$ cat config.mk
export PLATFORM = sky130hd
export DESIGN_NAME = rx_frame_ctrl_flat
export DESIGN_NICKNAME = d
export VERILOG_FILES = /design/src/rtl/rx_frame_if.sv /design/src/rtl/rx_frame_ctrl.sv /design/src/flat_wrapper.sv
export SDC_FILE = /design/constraint.sdc
export NUM_CORES = 1
export LEC_CHECK = 0
export CAP_MARGIN = 20
export CORE_UTILIZATION = 50
export DETAILED_ROUTE_END_ITERATION = 12
export PLACE_DENSITY_LB_ADDON = 0.25
export SYNTH_ARGS = -nofsm -noshare
export SYNTH_HDL_FRONTEND = slang
export SYNTH_SLANG_ARGS = --single-unit
$ cat constraint.sdc
create_clock -name clk -period 1.8 [get_ports clk]
set_input_delay 0.27 -clock clk [delete_from_list [all_inputs] [get_ports clk]]
set_output_delay 0.27 -clock clk [all_outputs]
set_load 0.05 [all_outputs]
$ cat src/rtl/rx_frame_if.sv
// ---------------------------------------------------------------------------
// rx_frame_if
// Bundles the serial receive line, the start-bit strobe, the consumer
// acknowledge and the receiver status/data outputs of rx_frame_ctrl.
//   serial_in          : synchronized serial line, idle high
//   start_bit_detected : one-cycle pulse from the upstream start-bit detector
//   data_read          : consumer acknowledge for rx_data
//   rx_data            : last good received word (LSB first on the line)
//   data_ready         : rx_data holds an unread word
//   framing_error      : last frame had a stop bit of 0
//   overrun_error      : an unread word was overwritten
//   rx_busy            : receiver FSM is not idle
// master = line/consumer side, slave = the receiver.
// ---------------------------------------------------------------------------
interface rx_frame_if #(
    parameter int DATA_BITS = 8
);
    logic                 serial_in;
    logic                 start_bit_detected;
    logic                 data_read;
    logic [DATA_BITS-1:0] rx_data;
    logic                 data_ready;
    logic                 framing_error;
    logic                 overrun_error;
    logic                 rx_busy;

    modport master (
        output serial_in,
        output start_bit_detected,
        output data_read,
        input  rx_data,
        input  data_ready,
        input  framing_error,
        input  overrun_error,
        input  rx_busy
    );

    modport slave (
        input  serial_in,
        input  start_bit_detected,
        input  data_read,
        output rx_data,
        output data_ready,
        output framing_error,
        output overrun_error,
        output rx_busy
    );
endinterface

$ cat src/rtl/rx_frame_ctrl.sv
// ---------------------------------------------------------------------------
// rx_frame_ctrl
// Serial frame receiver: after an upstream start-bit pulse it verifies the
// start bit at mid-bit, samples DATA_BITS data bits (LSB first) once per bit
// period, checks the stop bit and loads the word into rx_data.
// Ports:
//   clk   : system clock, rising-edge active
//   n_rst : asynchronous active-low reset
//   bus   : rx_frame_if.slave (line, start strobe, acknowledge, status/data)
// Parameters:
//   BIT_PERIOD : clock cycles per serial bit (even, 4..1024)
//   DATA_BITS  : data bits per frame (5..8)
// ---------------------------------------------------------------------------
module rx_frame_ctrl #(
    parameter int BIT_PERIOD = 10,
    parameter int DATA_BITS  = 8
) (
    input  logic         clk,
    input  logic         n_rst,
    rx_frame_if.slave    bus
);

    localparam int CNT_W = $clog2(BIT_PERIOD);
    localparam int IDX_W = 3;

    localparam logic [CNT_W-1:0] CNT_ZERO  = CNT_W'(0);
    localparam logic [CNT_W-1:0] CNT_ONE   = CNT_W'(1);
    // Last count before the mid-bit sample of the start bit.
    localparam logic [CNT_W-1:0] HALF_LAST = CNT_W'(BIT_PERIOD / 2 - 1);
    // Last count before a full-period sample (data and stop bits).
    localparam logic [CNT_W-1:0] FULL_LAST = CNT_W'(BIT_PERIOD - 1);
    localparam logic [IDX_W-1:0] IDX_ZERO  = IDX_W'(0);
    localparam logic [IDX_W-1:0] IDX_ONE   = IDX_W'(1);
    localparam logic [IDX_W-1:0] IDX_LAST  = IDX_W'(DATA_BITS - 1);

    typedef enum logic [2:0] {
        ST_IDLE  = 3'd0,
        ST_START = 3'd1,
        ST_DATA  = 3'd2,
        ST_STOP  = 3'd3,
        ST_LOAD  = 3'd4
    } state_t;

    state_t                 state_r;
    state_t                 next_state_s;
    logic [CNT_W-1:0]       cnt_r;
    logic [IDX_W-1:0]       idx_r;
    logic [DATA_BITS-1:0]   shreg_r;
    logic [DATA_BITS-1:0]   rx_data_r;
    logic                   data_ready_r;
    logic                   framing_error_r;
    logic                   overrun_error_r;
    logic                   rx_busy_r;

    logic                   cnt_clr_s;
    logic                   idx_clr_s;
    logic                   idx_inc_s;
    logic                   shift_en_s;
    logic                   load_s;
    logic                   ferr_set_s;
    logic                   ferr_clr_s;

    // State register; rx_busy is registered from the next state so it tracks the FSM exactly.
    always_ff @(posedge clk or negedge n_rst) begin
        if (!n_rst) begin
            state_r   <= ST_IDLE;
            rx_busy_r <= 1'b0;
        end else begin
            state_r   <= next_state_s;
            rx_busy_r <= (next_state_s != ST_IDLE);
        end
    end

    // Next-state logic and per-cycle datapath strobes.
    always_comb begin
        next_state_s = state_r;
        cnt_clr_s    = 1'b0;
        idx_clr_s    = 1'b0;
        idx_inc_s    = 1'b0;
        shift_en_s   = 1'b0;
        load_s       = 1'b0;
        ferr_set_s   = 1'b0;
        ferr_clr_s   = 1'b0;
        case (state_r)
            ST_IDLE: begin
                // Counters are held at zero while idle.
                cnt_clr_s = 1'b1;
                if (bus.start_bit_detected) begin
                    next_state_s = ST_START;
                    idx_clr_s    = 1'b1;
                    ferr_clr_s   = 1'b1;
                end else begin
                    next_state_s = ST_IDLE;
                end
            end
            ST_START: begin
                if (cnt_r == HALF_LAST) begin
                    cnt_clr_s = 1'b1;
                    // A high line at mid start bit is a glitch, not a frame.
                    if (bus.serial_in) begin
                        next_state_s = ST_IDLE;
                    end else begin
                        next_state_s = ST_DATA;
                    end
                end else begin
                    next_state_s = ST_START;
                end
            end
            ST_DATA: begin
                if (cnt_r == FULL_LAST) begin
                    cnt_clr_s  = 1'b1;
                    shift_en_s = 1'b1;
                    if (idx_r == IDX_LAST) begin
                        idx_clr_s    = 1'b1;
                        next_state_s = ST_STOP;
                    end else begin
                        idx_inc_s    = 1'b1;
                        next_state_s = ST_DATA;
                    end
                end else begin
                    next_state_s = ST_DATA;
                end
            end
            ST_STOP: begin
                if (cnt_r == FULL_LAST) begin
                    cnt_clr_s = 1'b1;
                    if (bus.serial_in) begin
                        next_state_s = ST_LOAD;
                    end else begin
                        ferr_set_s   = 1'b1;
                        next_state_s = ST_IDLE;
                    end
                end else begin
                    next_state_s = ST_STOP;
                end
            end
            ST_LOAD: begin
                load_s       = 1'b1;
                cnt_clr_s    = 1'b1;
                next_state_s = ST_IDLE;
            end
            default: begin
                cnt_clr_s    = 1'b1;
                idx_clr_s    = 1'b1;
                next_state_s = ST_IDLE;
            end
        endcase
    end

    // Bit-period counter, bit-index counter and LSB-first shift register.
    always_ff @(posedge clk or negedge n_rst) begin
        if (!n_rst) begin
            cnt_r   <= CNT_ZERO;
            idx_r   <= IDX_ZERO;
            shreg_r <= '0;
        end else begin
            if (cnt_clr_s) begin
                cnt_r <= CNT_ZERO;
            end else begin
                cnt_r <= cnt_r + CNT_ONE;
            end
            if (idx_clr_s) begin
                idx_r <= IDX_ZERO;
            end else if (idx_inc_s) begin
                idx_r <= idx_r + IDX_ONE;
            end else begin
                idx_r <= idx_r;
            end
            // Shifting right places the first received bit in the LSB.
            if (shift_en_s) begin
                shreg_r <= {bus.serial_in, shreg_r[DATA_BITS-1:1]};
            end else begin
                shreg_r <= shreg_r;
            end
        end
    end

    // Output word and status flags; a load takes priority over a consumer read.
    always_ff @(posedge clk or negedge n_rst) begin
        if (!n_rst) begin
            rx_data_r       <= '0;
            data_ready_r    <= 1'b0;
            overrun_error_r <= 1'b0;
            framing_error_r <= 1'b0;
        end else begin
            if (load_s) begin
                rx_data_r    <= shreg_r;
                data_ready_r <= 1'b1;
                if (data_ready_r && !bus.data_read) begin
                    overrun_error_r <= 1'b1;
                end else begin
                    overrun_error_r <= overrun_error_r;
                end
            end else if (bus.data_read) begin
                rx_data_r       <= rx_data_r;
                data_ready_r    <= 1'b0;
                overrun_error_r <= 1'b0;
            end else begin
                rx_data_r       <= rx_data_r;
                data_ready_r    <= data_ready_r;
                overrun_error_r <= overrun_error_r;
            end
            if (ferr_set_s) begin
                framing_error_r <= 1'b1;
            end else if (ferr_clr_s) begin
                framing_error_r <= 1'b0;
            end else begin
                framing_error_r <= framing_error_r;
            end
        end
    end

    assign bus.rx_data       = rx_data_r;
    assign bus.data_ready    = data_ready_r;
    assign bus.framing_error = framing_error_r;
    assign bus.overrun_error = overrun_error_r;
    assign bus.rx_busy       = rx_busy_r;

endmodule

$ cat src/flat_wrapper.sv
// flat-port wrapper written by rule: the top's interface ports become plain ports
module rx_frame_ctrl_flat 
#(
    parameter int BIT_PERIOD = 10,
    parameter int DATA_BITS  = 8
)
  (clk, n_rst, bus_serial_in, bus_start_bit_detected, bus_data_read, bus_rx_data, bus_data_ready, bus_framing_error, bus_overrun_error, bus_rx_busy);
  rx_frame_if #(.DATA_BITS(DATA_BITS)) bus_i ();
  input  logic clk;
  input  logic n_rst;
  input wire logic [$bits(bus_i.serial_in)-1:0] bus_serial_in;
  input wire logic [$bits(bus_i.start_bit_detected)-1:0] bus_start_bit_detected;
  input wire logic [$bits(bus_i.data_read)-1:0] bus_data_read;
  output wire logic [$bits(bus_i.rx_data)-1:0] bus_rx_data;
  output wire logic [$bits(bus_i.data_ready)-1:0] bus_data_ready;
  output wire logic [$bits(bus_i.framing_error)-1:0] bus_framing_error;
  output wire logic [$bits(bus_i.overrun_error)-1:0] bus_overrun_error;
  output wire logic [$bits(bus_i.rx_busy)-1:0] bus_rx_busy;
  assign bus_i.serial_in = bus_serial_in;
  assign bus_i.start_bit_detected = bus_start_bit_detected;
  assign bus_i.data_read = bus_data_read;
  assign bus_rx_data = bus_i.rx_data;
  assign bus_data_ready = bus_i.data_ready;
  assign bus_framing_error = bus_i.framing_error;
  assign bus_overrun_error = bus_i.overrun_error;
  assign bus_rx_busy = bus_i.rx_busy;
  rx_frame_ctrl #(.BIT_PERIOD(BIT_PERIOD), .DATA_BITS(DATA_BITS)) u_core (.clk(clk), .n_rst(n_rst), .bus(bus_i));
endmodule
==> metrics.txt <==
status finished, final reports clean; post-synthesis cell count 99; RSZ-0062 raised after global routing no; leading area contributor after synthesis dfrtp_1; CP arrival 1.48 ns; Layout Cells excl Fill 153; Die H 53.1 um; largest net degree at the start of global routing 31; synth unique cells 29; Hold Buf Count CTS 0; Final Hold Violating Endpoints 0; H-tree depth 2; number of synthesized flops with an enable pin 0; ANT cells 0; Worst R2R Start u_core.cnt_r[1]; area grow syn2layout 20.9%; worst vdd ir 734 uV; Max Clk Rate 572 MHz; Comb pwr share 23.0%; sequential share of the synthesized area 57.6%; die area 2820 um^2; syn avg cell area 13.2 um^2; Sw Share 32.6%; clock skew 0.0137 ns; post-route setup slack 0.0531 ns; Critical R2R Capture u_core.idx_r[0]; number of synthesized register bits 30; Core ar. 2480 um^2; slowest stage cell, crit path clkdlybuf4s50_1; setup_tns 0 ns; first-pass GRT wire length 3.35 mm; CP Class flop to primary output; clock sinks 30; DR vias 807; Hold Crit Class input port to async pin; Final Cycle Share 97.1%; Routed WL 2.09 mm; # Max-Cap Violations 0; multi-input logic area 504 um^2; P per Cell Area 1060 nW/um^2; pre-CTS setup slack 0.153 ns; die width 53.1 um; Mapped Area 1300 um^2; max_slew headroom 66.4%; worst slew pin tran 0.503 ns; Avg Vias per Cell 5.27; clk_lat worst skew 0.33 ns; Worst path top cell family by delay buffers and inverters; Leakage Power 0.910 nW; Yosys warnings 0; reg2reg setup slack 0.15 ns; Setup crit start kind flop; CTS tree done; 1st-iter DRT viols 2; clock buffer depth 2; Clock power frac 25.2%; Reg2Reg Depth 6; Crit path largest cell delay 0.80 ns; std cell rows 18; number of global-route vias before repair 748; layout cell share with drive strength beyond 1 28.5%; Nets 132; GP Congestion 0.773; pins over their slew limit 0; clock root buffer clkbuf_4; Async SR Flop Fraction 100%; crit path cell chain clkdlybuf4s50_1; DRC 0; CP Capture Type primary output; GRT overflow 0; placed cell count 145; CTS clk-pin slew, worst paths 0.10 ns; Internal 0.00113 W; CP required 1.53 ns; Crit Path Max Fanout 2; Net Count, Synth 109; endpoints failing setup 0; ranking of synthesized cells by area dfrtp_1, mux2_2, ha_1; Storage cell area 751 um^2; global-route usage over all layers 17.8%; DRT antenna net count 0; I/O pins 17; top-area cell type share of the netlist area 57.6%; fin crit period 1.75 ns; fill count 203; WL/cell 13.6 um; initial antenna violation count 0; TritonCTS buffer count 5; Flop pwr share 51.7%; buffers plus inverters on the worst setup path 1; Top FF cell, synth dfrtp_1; Post-DP HPWL 1.47 mm; router iterations before antenna repair 2; PortBufs 16; initial core utilization 52.6%; total net switching power 0.000545 W
## cell usage in the layout (no fill, tap or decap), types with 2 or more instances in the layout
cell type	instances
dfrtp_1	30
mux2_2	16
clkdlybuf4s50_1	7
dlymetal6s2s_1	7
inv_1	6
nand3b_1	5
nand2_1	5
nor2_1	5
ha_1	5
clkbuf_4	5
buf_4	3
a21o_1	2
and3_2	2
o21ai_0	2
a22o_2	2
dlygate4sd2_1	2
## kinds of logic (layout without fill, tap and decap cells)
| kind of cell | after synthesis | count (layout) | share of synthesized area (%) |
|---|---|---|---|
| AO/OA/AOI/OAI | 12 | 12 | 7.01 |
| XOR/XNOR | 2 | 2 | 1.34 |
| adder cells (fa/ha/maj) | 5 | 5 | 4.80 |
| buffers and inverters | 9 | 33 | 3.74 |
| flip-flops | 30 | 30 | 57.6 |
| multiplexers | 16 | 16 | 13.8 |
| AND/OR/NAND/NOR | 25 | 25 | 11.7 |
## timing repair
| action | 4_1_cts | 5_1_grt |
|---|---|---|
| setup buffers | 0 | 0 |
| resized for setup | 2 | 7 |
| gates cloned | 0 | 0 |
| setup endpoints to repair | 2 | 7 |
## metal layers
| layer | global-route usage (%) | up-vias | routed length [um] |
|---|---|---|---|
| met5 | 0 | - | 0 |
| met4 | 10.5 | 0 | 50 |
| met3 | 7.76 | 5 | 89 |
| met2 | 24.9 | 11 | 949 |
| met1 | 22.5 | 397 | 997 |
| li1 | - | 394 | - |
## synth_stat cells, drive strengths merged, types with 2 or more instances
master / instances
and3: 2
nand2: 5
nor2: 6
dfrtp: 30
ha: 5
inv: 6
a22o: 2
mux2: 16
buf: 3
nand3b: 5
nand3: 2
and3b: 2
a21o: 2
o21ai: 3
## through the flow
stage | utilization, % | instance area, um^2 | total power [W] | hold WS [ns]
finish | 63.6 | 1580 | 0.00167 | 0.318
global route | 63.6 | 1580 | 0.00178 | 0.353
global placement | 60.5 | 1500 | 0.00125 | 0.485
floorplan | - | 1300 | 0.00117 | -0.0256
CTS | 62.9 | 1560 | 0.00170 | 0.307
detailed placement | 60.5 | 1500 | 0.00127 | 0.496
## worst max path at each step
stage | startpoint | endpoint | cells past startpoint
floorplan | u_core.cnt_r[0] | u_core.shreg_r[0] | 5
global placement | u_core.cnt_r[1] | u_core.idx_r[0] | 6
detailed placement | u_core.cnt_r[1] | u_core.idx_r[0] | 6
CTS | u_core.bus.rx_data[2] | bus_rx_data[2] | 1
global route | u_core.bus.rx_data[4] | bus_rx_data[4] | 1
finish | u_core.bus.rx_data[4] | bus_rx_data[4] | 1
## state kept, by name, summed over array words and instances, names as in the netlist
register,count
u_core.bus.overrun_error,1
u_core.bus.data_ready,1
u_core.bus.rx_data,8
u_core.bus.framing_error,1
u_core.shreg_r,8
u_core.cnt_r,4
u_core.state_r,3
u_core.bus.rx_busy,1
u_core.idx_r,3
## area by class of cell
| class | instances | area share [%] |
|---|---|---|
| flip-flops and latches | 30 | 47.6 |
| well taps | 30 | 2.38 |
| repair buffers | 19 | 12.5 |
| clock inverters | 2 | 0.794 |
| clock buffers | 6 | 3.25 |
| inverters | 6 | 1.43 |
| multi-input cells | 60 | 32.0 |
## power groups by stage
stage                     clock network, W  registers (W)  logic [W]
after floorplan                          0       0.000877   0.000290
after global placement                   0       0.000871   0.000383
after detailed placement                 0       0.000879   0.000389
after CTS                         0.000446       0.000866   0.000391
after global routing              0.000464       0.000879   0.000435
final                             0.000422       0.000865   0.000385
Note: power is estimated with default switching activity, not from simulation.
